$ cat config.mk
export PLATFORM = sky130hd
export DESIGN_NAME = hcordic_seq_flat
export DESIGN_NICKNAME = d
export VERILOG_FILES = /design/src/rtl/hcordic_seq_pkg.sv /design/src/rtl/hcordic_seq_if.sv /design/src/rtl/hcordic_seq_atanh_lookup.sv /design/src/rtl/hcordic_seq.sv /design/src/flat_wrapper.sv
export SDC_FILE = /design/constraint.sdc
export NUM_CORES = 1
export LEC_CHECK = 0
export BUFFER_PORTS_ARGS = -buffer_cell sky130_fd_sc_hd__buf_2
export CORE_UTILIZATION = 25
export DETAILED_ROUTE_END_ITERATION = 12
export GPL_ROUTABILITY_DRIVEN = 1
export HOLD_SLACK_MARGIN = 0.02
export PLACE_DENSITY = 0.41
export SYNTH_ARGS = -nofsm -noshare
export SYNTH_HDL_FRONTEND = slang
export SYNTH_SLANG_ARGS = --single-unit
$ cat constraint.sdc
create_clock -name clk -period 8.1 [get_ports clk]
set_clock_uncertainty 0.05 [all_clocks]
set_input_delay 1.215 -clock clk [delete_from_list [all_inputs] [get_ports clk]]
set_output_delay 1.215 -clock clk [all_outputs]
set_load 0.02 [all_outputs]
$ cat src/rtl/hcordic_seq_pkg.sv
// Shared widths, index constants and state encoding for the hyperbolic CORDIC sequencer.
package hcordic_seq_pkg;

  localparam int unsigned FLOAT_SIZE = 24;
  localparam int unsigned INT_SIZE   = 8;
  localparam int unsigned WORD_W     = INT_SIZE + FLOAT_SIZE;
  localparam int unsigned INDEX_W    = 5;

  typedef logic signed [WORD_W-1:0]  q8_24_t;
  typedef logic signed [INDEX_W-1:0] index_t;

  localparam index_t REPEAT_IDX_A = index_t'(4);
  localparam index_t REPEAT_IDX_B = index_t'(13);
  localparam index_t MAX_INDEX    = index_t'(13);

  localparam logic [1:0] ST_IDLE = 2'b00;
  localparam logic [1:0] ST_RUN  = 2'b01;
  localparam logic [1:0] ST_DONE = 2'b10;

  // Indices whose step must be issued twice for hyperbolic convergence.
  function automatic logic is_repeat_idx(input index_t idx);
    return (idx == REPEAT_IDX_A) || (idx == REPEAT_IDX_B);
  endfunction

endpackage

$ cat src/rtl/hcordic_seq_if.sv
// Start/done and iteration-command handshake bundle between the sequencer and its user.
interface hcordic_seq_if;
  import hcordic_seq_pkg::*;

  logic   start;
  logic   mode;
  q8_24_t z_in;
  logic   ready;
  logic   iter_valid;
  logic   iter_ready;
  index_t iter_index;
  logic   iter_dir;
  logic   y_neg;
  logic   done;
  q8_24_t z_out;

  modport master (
    output start, mode, z_in, iter_ready, y_neg,
    input  ready, iter_valid, iter_index, iter_dir, done, z_out
  );

  modport slave (
    input  start, mode, z_in, iter_ready, y_neg,
    output ready, iter_valid, iter_index, iter_dir, done, z_out
  );

endinterface

$ cat src/rtl/hcordic_seq_atanh_lookup.sv
// Combinational Q8.24 angle table; indices <= 0 hold the expanded-range
// angles atanh(1 - 2^(i-2)), positive indices hold atanh(2^-i).
module atanh_lookup
  import hcordic_seq_pkg::*;
(
  input  index_t index_i,
  output q8_24_t angle_o
);

  always_comb begin
    angle_o = '0;
    case (index_i)
      index_t'(-3): angle_o = 32'sd34755133;
      index_t'(-2): angle_o = 32'sd28806373;
      index_t'(-1): angle_o = 32'sd22716772;
      index_t'(0):  angle_o = 32'sd16323477;
      index_t'(1):  angle_o = 32'sd9215828;
      index_t'(2):  angle_o = 32'sd4285116;
      index_t'(3):  angle_o = 32'sd2108178;
      index_t'(4):  angle_o = 32'sd1049945;
      index_t'(5):  angle_o = 32'sd524459;
      index_t'(6):  angle_o = 32'sd262165;
      index_t'(7):  angle_o = 32'sd131075;
      index_t'(8):  angle_o = 32'sd65536;
      index_t'(9):  angle_o = 32'sd32768;
      index_t'(10): angle_o = 32'sd16384;
      index_t'(11): angle_o = 32'sd8192;
      index_t'(12): angle_o = 32'sd4096;
      index_t'(13): angle_o = 32'sd2048;
      default:      angle_o = '0;
    endcase
  end

endmodule

$ cat src/rtl/hcordic_seq.sv
// Hyperbolic CORDIC angle sequencer: issues expanded-range iteration commands
// to an external x/y datapath and accumulates the z angle.
module hcordic_seq
  import hcordic_seq_pkg::*;
#(
  parameter int unsigned NEG_ITERS = 4
) (
  input  logic         clk,
  input  logic         rst,
  hcordic_seq_if.slave bus
);

  localparam index_t FIRST_IDX = index_t'(1 - int'(NEG_ITERS));

  logic [1:0] state_q, state_d;
  index_t     idx_q, idx_d;
  logic       rep_q, rep_d;
  logic       mode_q, mode_d;
  q8_24_t     acc_q, acc_d;
  q8_24_t     z_out_q, z_out_d;
  logic       ready_q, ready_d;
  logic       valid_q, valid_d;
  logic       done_q, done_d;
  q8_24_t     angle_c;
  logic       hs_c, last_c, dir_c;

  atanh_lookup u_atanh_lookup (
    .index_i (idx_q),
    .angle_o (angle_c)
  );

  assign hs_c   = valid_q & bus.iter_ready;
  assign last_c = hs_c & rep_q & (idx_q == MAX_INDEX);
  // Vectoring follows y_neg live so the datapath sees its own sign in the handshake cycle.
  assign dir_c  = valid_q & (mode_q ? bus.y_neg : ~acc_q[WORD_W-1]);

  always_ff @(posedge clk) begin
    if (rst) begin
      state_q <= ST_IDLE;
      idx_q   <= '0;
      rep_q   <= 1'b0;
      mode_q  <= 1'b0;
      acc_q   <= '0;
      z_out_q <= '0;
      ready_q <= 1'b1;
      valid_q <= 1'b0;
      done_q  <= 1'b0;
    end else begin
      state_q <= state_d;
      idx_q   <= idx_d;
      rep_q   <= rep_d;
      mode_q  <= mode_d;
      acc_q   <= acc_d;
      z_out_q <= z_out_d;
      ready_q <= ready_d;
      valid_q <= valid_d;
      done_q  <= done_d;
    end
  end

  // Next state, index/repeat stepping and z accumulation.
  always_comb begin
    state_d = state_q;
    idx_d   = idx_q;
    rep_d   = rep_q;
    mode_d  = mode_q;
    acc_d   = acc_q;
    z_out_d = z_out_q;

    case (state_q)
      ST_IDLE: begin
        if (bus.start) begin
          state_d = ST_RUN;
          idx_d   = FIRST_IDX;
          rep_d   = 1'b0;
          mode_d  = bus.mode;
          acc_d   = bus.z_in;
        end
      end
      ST_RUN: begin
        if (hs_c) begin
          acc_d = dir_c ? (acc_q - angle_c) : (acc_q + angle_c);
          if (last_c) begin
            state_d = ST_DONE;
            rep_d   = 1'b0;
            z_out_d = acc_d;
          end else if (!rep_q && is_repeat_idx(idx_q)) begin
            rep_d = 1'b1;
          end else begin
            rep_d = 1'b0;
            idx_d = idx_q + index_t'(1);
          end
        end
      end
      ST_DONE: state_d = ST_IDLE;
      default: state_d = ST_IDLE;
    endcase

    ready_d = (state_d == ST_IDLE);
    valid_d = (state_d == ST_RUN);
    done_d  = (state_d == ST_DONE);
  end

  assign bus.ready      = ready_q;
  assign bus.iter_valid = valid_q;
  assign bus.iter_index = idx_q;
  assign bus.iter_dir   = dir_c;
  assign bus.done       = done_q;
  assign bus.z_out      = z_out_q;

endmodule
$ cat src/flat_wrapper.sv
// flat-port wrapper written by rule: the top's interface ports become plain ports
module hcordic_seq_flat import hcordic_seq_pkg::*;
#(
  parameter int unsigned NEG_ITERS = 4
)
  (clk, rst, bus_start, bus_mode, bus_z_in, bus_iter_ready, bus_y_neg, bus_ready, bus_iter_valid, bus_iter_index, bus_iter_dir, bus_done, bus_z_out);
  hcordic_seq_if bus_i ();
  input  logic clk;
  input  logic rst;
  input wire logic [$bits(bus_i.start)-1:0] bus_start;
  input wire logic [$bits(bus_i.mode)-1:0] bus_mode;
  input wire logic [$bits(bus_i.z_in)-1:0] bus_z_in;
  input wire logic [$bits(bus_i.iter_ready)-1:0] bus_iter_ready;
  input wire logic [$bits(bus_i.y_neg)-1:0] bus_y_neg;
  output wire logic [$bits(bus_i.ready)-1:0] bus_ready;
  output wire logic [$bits(bus_i.iter_valid)-1:0] bus_iter_valid;
  output wire logic [$bits(bus_i.iter_index)-1:0] bus_iter_index;
  output wire logic [$bits(bus_i.iter_dir)-1:0] bus_iter_dir;
  output wire logic [$bits(bus_i.done)-1:0] bus_done;
  output wire logic [$bits(bus_i.z_out)-1:0] bus_z_out;
  assign bus_i.start = bus_start;
  assign bus_i.mode = bus_mode;
  assign bus_i.z_in = bus_z_in;
  assign bus_i.iter_ready = bus_iter_ready;
  assign bus_i.y_neg = bus_y_neg;
  assign bus_ready = bus_i.ready;
  assign bus_iter_valid = bus_i.iter_valid;
  assign bus_iter_index = bus_i.iter_index;
  assign bus_iter_dir = bus_i.iter_dir;
  assign bus_done = bus_i.done;
  assign bus_z_out = bus_i.z_out;
  hcordic_seq #(.NEG_ITERS(NEG_ITERS)) u_core (.clk(clk), .rst(rst), .bus(bus_i));
endmodule
# == Word-level counts from Yosys, hierarchy flattened ==
# Memories as Yosys holds them, arrays and structs flattened. A register that Yosys moved wholly into a read port is not among the register bits.
# Index checks and enable logic that the tools add are counted.
# totals
input_bits,38
wordCells,58
mem_bits_ro,832
mem_count,1
regBits,76
latchBits,0
out_inout_bits,41
mem_bits_rw,0
# memory_table
memory,depth,word_bits,rd,rd_clocked_by_memory_dff,wr,line_no,source
(no name shown),32,26,1,1,0,hcordic_seq_atanh_lookup.sv:12,case (index_i)
# op_classes
shift,0
magnitude_cmp,0
n_mul,0
n_mux,21
reduce_logical,10
div,0
n_bitwise,5
eq_ne,9
addsub,3
# ops
op,count
32-bit 2-to-1 mux,3
32-bit one-hot mux with 2 select lines,1
32-bit adder,1
32-bit subtractor,1
5-bit 2-to-1 mux,6
5-bit one-hot mux with 2 select lines,1
2-bit 2-to-1 mux,3
"2-bit != test, second input constant",3
3-bit AND reduction,2
"5-bit by 2-bit adder with 5-bit output, second input constant",1
"5-bit by 4-bit equality test with 1-bit output, second input constant",1
"5-bit equality test, second input constant",1
1-bit 2-to-1 mux,5
5-bit AND reduction,1
1-bit bitwise AND,4
"2-bit by 1-bit equality test with 1-bit output, second input constant",2
2-bit zero test,2
2-bit one-hot mux with 2 select lines,1
"2-bit equality test, second input constant",1
"2-bit by 1-bit != test with 1-bit output, second input constant",1
1-bit one-hot mux with 2 select lines,1
2-bit AND reduction,1
2-bit nonzero test,1
1-bit logical AND,1
other kinds (3),3

# == Logic depth before layout (Yosys ltp) ==
# Gate-level depths: netlist of run 1.
# depth
word_depth,9
mapped_depth,17
depth_no_buf,16

# == By module ==
# Synthesis of run 1 repeated with hierarchy kept, for this count alone.
# hier_totals
hier_cells,824
hier_area_um2,6119.6
# by_module_without_submodules
mod,instances,area_per_inst_um2,cells_each,seq_area_each_um2
hcordic_seq,1,5584.1,741,1521.5
atanh_lookup,1,535.5,83,0.0

# == Least setup slack after synthesis of run 1 ==
# Ideal clock, no wire load.
# synth_path
path_kind,in2reg
from,input bus_y_neg
to,register u_core.acc_q[29]
stages,14
path_buffers,2
slack_ns,3.674
setup_time_ns,0.103
arrival_time_ns,4.273
required_ns,7.947
path_cell_list,and2_1 -> o21ai_1 -> clkbuf_1 -> o41ai_1 -> xor2_1 -> ha_1 -> buf_4 -> and3_4 -> or3b_1 -> a211oi_2 -> nor4_1 -> o31a_1 -> xor2_1 -> a2111oi_2
# synth_via
elab_chain_len,5
# synth_lines
element,line_no,source
"start, declared",flat_wrapper.sv:14,input wire logic [$bits(bus_i.y_neg)-1:0] bus_y_neg;
1-bit 2-to-1 mux,hcordic_seq.sv:35,assign dir_c = valid_q & (mode_q ? bus.y_neg : ~acc_q[WORD_W-1]);
1-bit bitwise AND,hcordic_seq.sv:35,
32-bit 2-to-1 mux,hcordic_seq.sv:82,acc_d = dir_c ? (acc_q - angle_c) : (acc_q + angle_c);
32-bit 2-to-1 mux,hcordic_seq.sv:81,if (hs_c) begin
32-bit one-hot mux with 2 select lines,hcordic_seq.sv:70,case (state_q)
"end signal, assigned",hcordic_seq.sv:43,acc_q <= '0;
"end signal, assigned",hcordic_seq.sv:53,acc_q <= acc_d;
"end, declared",hcordic_seq.sv:19,"q8_24_t acc_q, acc_d;"
# No other way between the ends. The select of a mux whose other input is x is not followed.
# A chain may end at the register's enable or synchronous reset.

# == Worst setup path after layout of run 1 ==
# layout_path
from,"register, netlist name u_core.u_atanh_lookup.angle_o[8]"
to,"register u_core.z_out_q[27], in the netlist u_core.bus.z_out[27]"
# layout_via
elab_chain_len,2
elab_cells_between_ends,3
classes_between,2 x add/sub; 1 x mux
# layout_lines
element,line_no,source
32-bit adder or 32-bit subtractor (tied branches),hcordic_seq.sv:82,
32-bit 2-to-1 mux (*),hcordic_seq.sv:82,
"end signal, assigned",hcordic_seq.sv:54,z_out_q <= z_out_d;
"end, declared",hcordic_seq.sv:20,"q8_24_t z_out_q, z_out_d;"
# Every way passes the cells marked *; elsewhere a longest branch is shown, timed or not.

==> results of run 1 <==
## cells by family after synthesis
group | count (synthesis)
mux | 10
fa+ha+maj | 41
buf+inv | 75
simple gates | 298
xor+xnor | 48
compound gates | 296
flops | 102
## cells in the mapped netlist (6+ instances only)
| cell type | count | area (um^2) |
|---|---|---|
| a311oi_1 | 6 | 52.6 |
| and3_1 | 9 | 56.3 |
| nor4_1 | 11 | 68.8 |
| nand2_1 | 93 | 349 |
| clkbuf_1 | 41 | 154 |
| ha_1 | 40 | 500 |
| a31oi_1 | 14 | 87.6 |
| a21oi_1 | 70 | 350 |
| o21ai_0 | 76 | 380 |
| nor3_1 | 25 | 125 |
| mux2i_1 | 7 | 70.1 |
| o22ai_1 | 9 | 56.3 |
| nand3_1 | 28 | 140 |
| o31ai_1 | 14 | 105 |
| xor2_1 | 28 | 245 |
| o211ai_1 | 6 | 45.0 |
| inv_1 | 25 | 93.8 |
| o41ai_1 | 7 | 61.3 |
| o21a_1 | 12 | 90.1 |
| a21o_1 | 16 | 120 |
| or3_1 | 7 | 43.8 |
| nor2_1 | 77 | 289 |
| nand4_1 | 8 | 50.1 |
| xnor2_1 | 20 | 175 |
| nand2b_1 | 9 | 56.3 |
| dfxtp_1 | 102 | 2040 |
| a211oi_1 | 22 | 165 |
## path summary, 6_finish.rpt
path	endpoint	slack, ns	depth (start not counted)
worst min-delay path	u_core.bus.z_out[14]$_SDFFE_PP0P_	0.40	2
worst max register to register	u_core.bus.z_out[27]$_SDFFE_PP0P_	3.43	13
worst min register to register	u_core.bus.z_out[14]$_SDFFE_PP0P_	0.40	2
worst max-delay path	u_core.bus.z_out[27]$_SDFFE_PP0P_	3.43	13
## layer usage
layer,up-vias,global-route usage (%),part of all wire [%]
li1,3307,-,-
met1,3133,22.9,50
met2,129,26.7,45
met3,29,2.14,3.1
met4,0,5.36,2.0
met5,-,0,0
## tightest hold or removal path: stages (launching register included)
cell	delay (ns)
dfxtp_1	0.31
nand2_1	0.05
a21oi_1	0.05
## stage by stage
stage / area [um^2] / utilization (%)
2_1_floorplan: 6710 / -
3_3_place_gp: 7420 / 28.3
3_5_place_dp: 7420 / 28.3
4_1_cts: 7720 / 29.5
5_1_grt: 7720 / 29.5
6_report: 7720 / 29.5
## sequential cells by signal, indices dropped and copies added, names as in the netlist
| register | cells |
|---|---|
| u_core.rep_q | 1 |
| u_core.state_q | 2 |
| u_core.mode_q | 1 |
| u_core.bus.iter_index | 5 |
| u_core.bus.iter_valid | 1 |
| u_core.bus.z_out | 32 |
| u_core.bus.done | 1 |
| u_core.bus.ready | 1 |
| u_core.acc_q | 32 |
| u_core.u_atanh_lookup.angle_o | 26 |
## layout make-up
class | count | area [um^2]
Fill cell | 2851 | 18500
Multi-Input combinational cell | 693 | 4390
Sequential cell | 102 | 2040
Timing Repair Buffer | 88 | 465
Tap cell | 335 | 419
Clock buffer | 9 | 225
Inverter | 27 | 101
Clock inverter | 7 | 80.1
## power by group through the flow
stage	combinational (mW)	clock (mW)	sequential, mW
CTS	0.580	0.480	0.569
global route	0.642	0.497	0.575
detailed placement	0.578	0	0.581
global placement	0.584	0	0.582
floorplan	0.427	0	0.572
finish	0.576	0.467	0.569
==> impl_metrics.json, run 1 <==
{
  "leakage_nw": 3.14,
  "switching_share_pct": 38.5,
  "vias_per_cell": 5.23,
  "tns_ns": 0,
  "slew_headroom_pct": 43.9,
  "worst-path-max-fanout": 11,
  "place.gp.congestion": 0.915,
  "wl_per_cell_um": 18.2,
  "final_cell_mix": "dfxtp_1 (102), nand2_1 (93), buf_2 (78)",
  "synth_area_um2": 6710,
  "synth-edff-count": 0,
  "rows": 59,
  "core_um2": 26200,
  "min_from": "u_core.bus.z_out[14]$_SDFFE_PP0P_",
  "route.detailed.drc": 9,
  "min_period_ns": 4.67,
  "r2r_start": "u_core.u_atanh_lookup.angle_o[8]$_DFF_P_",
  "status": "finished, violations left",
  "drv_slew": 0,
  "post_cts_buffers": 0,
  "critical-path-max-stage-delay_ns": 0.57,
  "clock_latency_ns": 0.36,
  "fin_crit_sh_pct": 57.6,
  "report.power.total_mw": 1.61,
  "ctsRootBufferMaster": "clkbuf_16",
  "place_ws_ns": 3.00,
  "ys_types": 69,
  "track_usage_pct": 16.6,
  "overflow": 0,
  "path_class": "reg -> reg",
  "grt_pass1_vias": 6294,
  "fmax_ghz": 0.214,
  "maxCapViolCount": 0,
  "synthXorXnorAreaFrac_pct": 6.27,
  "syn_nets": 949,
  "tritoncts": "built",
  "hold_viol": 0,
  "antenna_cells": 0,
  "synth-compound-area-share_pct": 28.6,
  "async_flop_share_pct": 0,
  "synth_mux_area_share_pct": 1.55,
  "fp.dieW_um": 166,
  "crit_family": "simple AND/OR/NAND/NOR gates",
  "violations": "DRC",
  "synth_ff_type": "dfxtp_1",
  "clockBufferDepth": 2,
  "worstSetupEndpointType": "flip-flop",
  "cp.buffers_inverters": 0,
  "setup_violations": 0,
  "clk_pin_slew_worst_paths_ns": 0.09,
  "synth_fa_ha_area_share_pct": 7.76,
  "cts_hold_buf": 0,
  "cts_resized": 0,
  "die_h_um": 166,
  "crit_required_ns": 8.28,
  "antenna_found_initial": 0,
  "drt_pass1_iterations": 9,
  "whs_ns": 0.400,
  "ant_nets": 0,
  "p_sw_mw": 0.621,
  "floorplan.initialDensity_pct": 25.6,
  "seq_area_frac_synth_pct": 30.4,
  "nets": 1000,
  "syn_area_per_cell_um2": 7.71,
  "final_common_cell": "dfxtp_1",
  "io_pins": 79,
  "layout-drive-gt1-share_pct": 13.5,
  "area_growth_pct": 15.2,
  "netlist_instances": 870,
  "clkPwrFrac_pct": 29.0,
  "dp_cells": 1245,
  "cts_htree_levels": 3,
  "rsz0062_at_grt": "no",
  "fin_ws_ns": 3.43,
  "synth-seq-cells": 102,
  "crit_arrival_ns": 4.84,
  "cts-buffers-inserted": 9,
  "p_per_area_nw_per_um2": 209,
  "p_comb_share_pct": 35.7,
  "grt_start_max_net_pins": 55,
  "hpwl_um": 17100,
  "clock_sinks": 102,
  "numPortBuffers": 78,
  "power.internal_mw": 0.990,
  "hold_class": "reg -> reg",
  "stdcell_count": 1261,
  "synth_top_family_by_area": "compound AO/OA/AOI/OAI gates",
  "synthSimpleGateAreaFrac_pct": 21.1,
  "dieArea_um2": 27500,
  "grt_first_pass_wirelength_um": 35900,
  "crit_path_frequent_cell": "or4_1",
  "vias": 6598,
  "drt_iter0_markers": 360,
  "crit_chain": "or4_1, or4_1, nor4_1, nor2_1, xnor2_1, ha_1, and4_1, nor4b_1, a311o_1, or3_1, o31ai_1, xor2_1, a211oi_1",
  "seq_power_share_pct": 35.3,
  "crit_path_top_delay_cell": "or4_1",
  "peakVddDrop_mv": 0.0988,
  "worst_pin_slew_ns": 0.821,
  "start_kind": "flip-flop",
  "drt-total-wl_um": 23000,
  "yosys_warnings": 0,
  "cp-startpoint": "u_core.u_atanh_lookup.angle_o[8]$_DFF_P_"
}
Note: power is estimated with default switching activity, not from simulation.
==> run 2: changes to the inputs <==
Settings changed: PLACE_DENSITY 0.41 to 0.42.
Clock period 8.1 ns to 3.9 ns, I/O delays scaled along.
==> impl_metrics.json, run 2 (synthesis results as in run 1) <==
{
  "status": "finished, violations left",
  "violations": "DRC, setup timing",
  "crit_required_ns": 4.06,
  "route.detailed.drc": 7,
  "drt_pass1_iterations": 9,
  "cts_htree_levels": 3,
  "drt-total-wl_um": 23900,
  "multi_input_area_um2": 4700,
  "clk_pin_slew_worst_paths_ns": 0.08,
  "vias_per_cell": 5.08,
  "whs_ns": 0.395,
  "place.gp.congestion": 0.874,
  "power.internal_mw": 2.38,
  "peakVddDrop_mv": 0.249,
  "vias": 6984,
  "report.power.total_mw": 3.80,
  "worst_pin_slew_ns": 0.719,
  "layout-drive-gt1-share_pct": 27.0,
  "rsz0062_at_grt": "yes",
  "crit_path_top_delay_cell": "or4_4",
  "crit_arrival_ns": 4.16,
  "area_growth_pct": 33.1,
  "crit_path_frequent_cell": "or4_4",
  "reg2reg_to": "u_core.bus.z_out[23]$_SDFFE_PP0P_",
  "path_class": "reg -> reg",
  "p_per_area_nw_per_um2": 426,
  "track_usage_pct": 17.6,
  "slew_headroom_pct": 51.7,
  "rows": 59,
  "core_um2": 26200,
  "dieArea_um2": 27500,
  "crit_chain": "or4_4, or4_4, nor4_4, nor2_1, xnor2_1, ha_1, and4_4, nor4b_4, a311o_1, or3_4, buf_6, o21ai_4, xor2_1, a211oi_1",
  "drt_iter0_markers": 518,
  "clock_sinks": 102,
  "wl_per_cell_um": 17.4,
  "r2r_cells": 14,
  "antenna_cells": 0,
  "fin_ws_ns": -0.0956,
  "floorplan.initialDensity_pct": 25.6,
  "r2r_slack_ns": -0.1,
  "leakage_nw": 3.78,
  "area.sequential_um2": 2040,
  "numPortBuffers": 78,
  "cp-startpoint": "u_core.u_atanh_lookup.angle_o[9]$_DFF_P_",
  "drv_slew": 0,
  "hpwl_um": 17900,
  "ctsRootBufferMaster": "clkbuf_16",
  "clock_latency_ns": 0.37,
  "r2r_start": "u_core.u_atanh_lookup.angle_o[9]$_DFF_P_",
  "p_comb_share_pct": 41.7,
  "fp.dieW_um": 166,
  "nets": 1113,
  "worstSetupEndpointType": "flip-flop",
  "fmax_ghz": 0.250,
  "maxCapViolCount": 0,
  "stdcell_count": 1374,
  "clkPwrFrac_pct": 27.3,
  "start_kind": "flip-flop",
  "dp_cells": 1356,
  "detailed_place.area_um2": 8290,
  "die_h_um": 166,
  "antenna_found_initial": 0,
  "fill_cells": 2771,
  "min_period_ns": 4.00,
  "tritoncts": "built",
  "final_cell_mix": "buf_4 (119), dfxtp_1 (101), nand2_1 (93)",
  "critical-path-max-stage-delay_ns": 0.54,
  "io_pins": 79,
  "hold_viol": 0,
  "hold_class": "in -> reg",
  "switching_share_pct": 37.4,
  "clockBufferDepth": 2,
  "grt_start_max_net_pins": 42,
  "final_common_cell": "buf_4",
  "setup_violations": 12,
  "ant_nets": 0,
  "seq_power_share_pct": 31.0,
  "place_ws_ns": -0.326,
  "p_sw_mw": 1.42,
  "overflow": 0,
  "grt_first_pass_wirelength_um": 38400,
  "worst-path-max-fanout": 5,
  "final_area_um2": 8920,
  "cts_hold_buf": 0,
  "crit_path_end": "u_core.bus.z_out[23]$_SDFFE_PP0P_",
  "grt_pass1_vias": 6808,
  "tns_ns": -0.683,
  "fin_util_pct": 34.1,
  "fin_crit_sh_pct": 102,
  "cts-buffers-inserted": 9
}
[run 2: cell count changes in the layout (fill, tap and decap cells not counted), sizes merged]
| cell | delta |
|---|---|
| bufinv | +1 |
| inv | -1 |
| buf | +113 |
[run 2: power groups by stage]
stage,Clock (mW),Combinational [mW],Sequential [mW]
after floorplan,0,0.898,1.19
after global placement,0,1.51,1.20
after detailed placement,0,1.50,1.20
after CTS,1.06,1.53,1.18
after global routing,1.11,1.75,1.19
final,1.04,1.59,1.18
[run 2: how the worst min path moves through the flow]
stage,slack [ns],from,endpoint,cells after the start
2_1_floorplan,0.39,u_core.acc_q[2]$_SDFFE_PP0P_,u_core.acc_q[2]$_SDFFE_PP0P_,2
3_3_place_gp,0.38,u_core.bus.z_out[22]$_SDFFE_PP0P_,u_core.bus.z_out[22]$_SDFFE_PP0P_,2
3_5_place_dp,0.39,u_core.bus.z_out[26]$_SDFFE_PP0P_,u_core.bus.z_out[26]$_SDFFE_PP0P_,2
4_1_cts,0.39,bus_mode,u_core.mode_q$_SDFFE_PP0P_,3
5_1_grt,0.39,bus_mode,u_core.mode_q$_SDFFE_PP0P_,3
6_report,0.39,bus_mode,u_core.mode_q$_SDFFE_PP0P_,3
[run 2: final cells by class]
| type | instances | share of cell area (%) |
|---|---|---|
| Multi-Input combinational cell | 693 | 52.7 |
| Sequential cell | 102 | 22.9 |
| Timing Repair Buffer | 201 | 14.9 |
| Tap cell | 335 | 4.70 |
| Clock buffer | 9 | 2.52 |
| Clock inverter | 7 | 1.18 |
| Inverter | 27 | 1.14 |
[run 2: critical path, delay by kind of cell (launching register included)]
family,cells,cell delay [ns]
compound gates,3,0.51
flops,1,0.32
buf+inv,1,0.17
simple gates,7,2.15
xor+xnor,2,0.36
fa+ha+maj,1,0.29
[run 2: repair_timing]
item                                    CTS  global route
endpoints found under the setup margin   18            28
pin swaps                                17            17
gates resized for setup                  21            39
buffers inserted                          1             3
[run 2: per-layer routing]
metal | global-route usage [%] | vias up | wire length [um]
met2 | 28.6 | 135 | 11000
met5 | 0 | - | 0
met1 | 24.1 | 3290 | 11600
li1 | - | 3534 | -
met4 | 6.83 | 0 | 497
met3 | 1.76 | 25 | 807
